<file path="src/rtl/clk_sel_capture_arb.sv">
// clk_sel_capture_arb: round-robin capture arbiter with mode-gated eligibility and post-grant hold window
module clk_sel_capture_arb #(
    parameter int DW = 8,
    parameter int HOLD_CYCLES = 2
) (
    input  logic            clk,
    input  logic            reset,
    input  logic [1:0]      mode,
    input  logic [3:0]      req,
    input  logic [4*DW-1:0] din,
    output logic [3:0]      ack,
    output logic [DW-1:0]   q,
    output logic            q_valid,
    output logic [1:0]      q_src,
    output logic            busy
);
    typedef enum logic {IDLE, HOLD} state_t;
    state_t state;
    logic [1:0] ptr, off, win;
    logic [3:0] cnt, mask, elig;
    logic [2:0] rot;
    assign mask = mode == 2'b11 ? 4'b1010 : mode == 2'b10 ? 4'b0000 : 4'b1111;
    assign elig = req & mask;
    // rot[k] is the eligibility of requester ptr+k; bit 3 is implied when the first three are clear
    assign rot = ptr == 2'd0 ? elig[2:0] : ptr == 2'd1 ? elig[3:1] : ptr == 2'd2 ? {elig[0], elig[3:2]} : {elig[1:0], elig[3]};
    assign off = rot[0] ? 2'd0 : rot[1] ? 2'd1 : rot[2] ? 2'd2 : 2'd3;
    assign win = ptr + off;
    assign busy = state == HOLD;
    always_ff @(posedge clk) begin
        if (reset) begin
            state <= IDLE;
            ptr <= '0;
            cnt <= '0;
            q <= '0;
            q_src <= '0;
            ack <= '0;
            q_valid <= 1'b0;
        end else begin
            ack <= '0;
            q_valid <= 1'b0;
            if (state == IDLE && elig != 4'b0) begin
                q <= din[win*DW +: DW];
                q_src <= win;
                ack <= 4'b0001 << win;
                q_valid <= 1'b1;
                ptr <= win + 2'd1;
                cnt <= 4'(HOLD_CYCLES);
                state <= HOLD;
            end else if (state == HOLD) begin
                if (cnt == 4'd0) state <= IDLE;
                else cnt <= cnt - 4'd1;
            end
        end
    end
endmodule

</file>
<file path="config.mk">
export PLATFORM = sky130hd
export DESIGN_NAME = clk_sel_capture_arb
export DESIGN_NICKNAME = d
export VERILOG_FILES = /design/src/rtl/clk_sel_capture_arb.sv
export SDC_FILE = /design/constraint.sdc
export NUM_CORES = 1
export LEC_CHECK = 0
export CAP_MARGIN = 15
export CORE_UTILIZATION = 44
export DETAILED_ROUTE_END_ITERATION = 8
export GPL_TIMING_DRIVEN = 0
export PLACE_DENSITY = 0.81
export SETUP_SLACK_MARGIN = 0.5
export SYNTH_ARGS = -nofsm -noshare
export SYNTH_HDL_FRONTEND = slang
export SYNTH_SLANG_ARGS = --single-unit
</file>
<file path="constraint.sdc">
create_clock -name clk -period 4.1 [get_ports clk]
set_input_delay 1.23 -clock clk [delete_from_list [all_inputs] [get_ports clk]]
set_output_delay 1.23 -clock clk [all_outputs]
set_load 0.1 [all_outputs]
</file>
==> impl_metrics.csv <==
group,metric,value,unit
worst_hold_path,hold_path_class,"reg2reg",
worst_setup_path,cp.required,4.30,ns
die,boundaryPins,56,
power,p_leak,0.8802,nW
routing,drtPass1Iterations,4,
place,preCtsSetupSlack,-0.1885,ns
sta,whs,0.4780,ns
finish,seqCellArea,440.4,sq um
grt,overflow,0,
routing,viasPerCell,5.580,
finish,multi_input_area,949.7,sq um
power,fin_total_pwr,1.099,mW
die,die_area,3512,sq um
synth,avgSynthCellArea,9.016,sq um
worst_setup_path,path_class,"in2reg",
sta,final.setup_skew,0.001438,ns
sta,rsz0062_at_grt,"true",
finish,antennaDiodeCount,0,
synth,synthArstFlopShare,0,
routing,vias,1462,
clock_tree,clk_latency,0.32,ns
power,p_per_area,513.2,nW/um^2
worst_setup_path,crit_path_end_kind,"flip-flop",
synth,yosys_register_bits,22,
clock_tree,cts_tree,"built",
synth,synth_edf_count,0,
sta,drv_slew,0,
worst_setup_path,path_cells,"clkdlybuf4s50_1 > a21oi_1 > o32ai_1 > a22oi_1 > ha_1 > buf_4 > or4_4 > buf_6 > a221oi_4 > o41ai_2",
routing,wl_per_cell,14.92,um
grt,grt_pass1_wl,6575,um
sta,fmax,287.8,MHz
worst_setup_path,crit_family,"buffers and inverters",
synth,synthesis.area,1443,sq um
power,vdd_drop_max,327.8,uV
clock_tree,clock_tree.buffer_depth,2,
clock_tree,cts.clk_slew.worst_paths,0.14,ns
grt,grt_use_met2,0.4302,
clock_tree,root_buffer,"clkbuf_4",
place,dpl.hpwl,2964,um
sta,fin_crit,3.475,ns
sta,tightest_slew,0.9834,ns
worst_setup_path,crit_path_start_kind,"input pin",
power,sw_frac_of_total,0.4758,
routing,drcViolationCount,0,
finish,drive_gt1_frac,0.1606,
clock_tree,cts_made_buffers,3,
finish,area_growth,48.48,%
power,clock_power_share,0.158,
routing,drt.antenna.violating_nets,0,
die,die_x,59.26,um
place,io_buffers,54,
worst_setup_path,crit_arrival,3.68,ns
die,fp.coreArea,3078,sq um
grt,first_global_vias,1478,
die,initial_core_util,0.4687,
power,power.share.combinational,0.593,
routing,drt_iter0_markers,90,
sta,setup_ws,0.6250,ns
routing,routed_wl,3910,um
grt,met1_usage,0.3136,
power,internal_power,576.3,uW
clock_tree,post-cts-setup-buffer-count,0,
place,dp.cells,258,
place,place_congestion,0.7957,
sta,setup_viol,0,
grt,top_usage_layer,"met2",
sta,hold_viol_final,0,
outcome,status,"completed",
die,rows,20,
worst_setup_path,path_buf_inv,3,
grt,antenna_found_initial,0,
die,die_height,59.26,um
finish,fin_nets,260,
finish,mostFrequentLayoutCells,"clkdlybuf4s50_1, dfxtp_1, nand2_1, nor2_1, mux2i_1",
synth,ys_types,46,
synth,yosys_warnings,0,
synth,synth.yosys.seq_area_share,0.3053,
grt,use_met3,0.02620,
finish,layout.cells.most_common,"clkdlybuf4s50_1",
sta,min_period_over_period,0.8476,
clock_tree,clock-sinks,22,
clock_tree,htreeDepth,1,
worst_setup_path,critPathMaxStageDelay,0.56,ns
finish,instances_no_fill,262,
synth,synth_cells,160,
grt,grt_max_degree,14,
power,p_seq_frac,0.249,
job,maxCapViolCount,0,
synth,ys.flop_type,"dfxtp_1",
worst_setup_path,path_max_fanout,9,
worst_setup_path,ff2ff_setup_slack,1.61,ns
synth,syn-num-nets,201,
grt,grt_use_total,0.2458,
sta,slew_headroom,0.3423,
worst_setup_path,cp_slowest_cell,"clkdlybuf4s50_1",
clock_tree,hold_buffers,0,
power,p_switching,523.1,uW
finish,fillers,250,
## worst paths after layout
check / startpoint / to / cells past startpoint
hold reg to reg: q[2] / q[2] / 2
hold / removal: q[2] / q[2] / 2
setup reg to reg: ptr[0] / q[2] / 9
setup / recovery: req[0] / q[2] / 10
## kinds of logic after synthesis
logic type	share of synthesized area
buffers and inverters	0.06591
multiplexers	0.07893
flip-flops	0.3053
adder cells (fa/ha/maj)	0.008672
AO/OA/AOI/OAI	0.2897
AND/OR/NAND/NOR	0.2515
## cell type report
| type | count | share of cell area |
|---|---|---|
| Multi-Input combinational cell | 119 | 0.4433 |
| Inverter | 9 | 0.01577 |
| Clock inverter | 1 | 0.01402 |
| Buffer | 10 | 0.03271 |
| Timing Repair Buffer | 54 | 0.2523 |
| Sequential cell | 22 | 0.2056 |
| Clock buffer | 3 | 0.01051 |
| Tap cell | 44 | 0.02570 |
## power groups by stage
stage               clock (mW)  sequential (mW)  combinational, mW
detailed placement           0            0.277              0.622
finish                   0.174            0.273              0.652
CTS                      0.175            0.273              0.626
global route             0.183            0.278              0.689
global placement             0            0.276              0.610
floorplan                    0            0.478              0.263
## stage by stage
stage	TNS, ns	utilization	cell area (sq um)
3_5_place_dp	-0.7344	0.6622	2038
6_report	0	0.6959	2142
2_1_floorplan	0	-	1443
3_3_place_gp	-0.08815	0.6622	2038
4_1_cts	0	0.6809	2096
5_1_grt	0	0.6959	2142
## flip-flops by register name (all words and copies together), names as in the netlist
| register | cells |
|---|---|
| q_valid | 1 |
| q | 8 |
| cnt | 4 |
| busy | 1 |
| ptr | 2 |
| ack | 4 |
| q_src | 2 |
## Yosys cell counts, types with 2 or more instances
cell type  count  area, sq um
dfxtp_1       22        440.4
mux2i_1       10        100.1
o41ai_1        3        26.28
nor2_1        16        60.06
a21oi_1        5        25.02
nand2b_1       2        12.51
clkbuf_1       5        18.77
nor2b_1        7        43.79
buf_6          3        33.78
nor3_1         2        10.01
nand3_1        3        15.01
o21ai_0        6        30.03
nand2_1       16        60.06
and3_1         5        31.28
inv_1          9        33.78
a2111oi_0      3        26.28
nor3b_1        3        22.52
o41ai_2        4        65.06
a211oi_1       3        22.52
a221oi_2       4        60.06
and3b_1        4        35.03
## what timing repair did
item,4_1_cts,5_1_grt
setup endpoints to repair,13,8
resized for setup,5,17
gates cloned,0,0
hold endpoints to repair,0,0
pin swaps,0,0
## layer usage
| metal | up-vias | share of wire |
|---|---|---|
| li1 | 713 | - |
| met1 | 697 | 0.45 |
| met2 | 48 | 0.50 |
| met3 | 4 | 0.039 |
| met4 | 0 | 0.0087 |
| met5 | - | 0 |
## worst min-delay path, delay by kind of cell, from the launching register on
| kind | cells | cell delay, ns |
|---|---|---|
| compound gates | 1 | 0.04 |
| flops | 1 | 0.35 |
| simple gates | 1 | 0.06 |
Power figures use the tool's default switching activity.
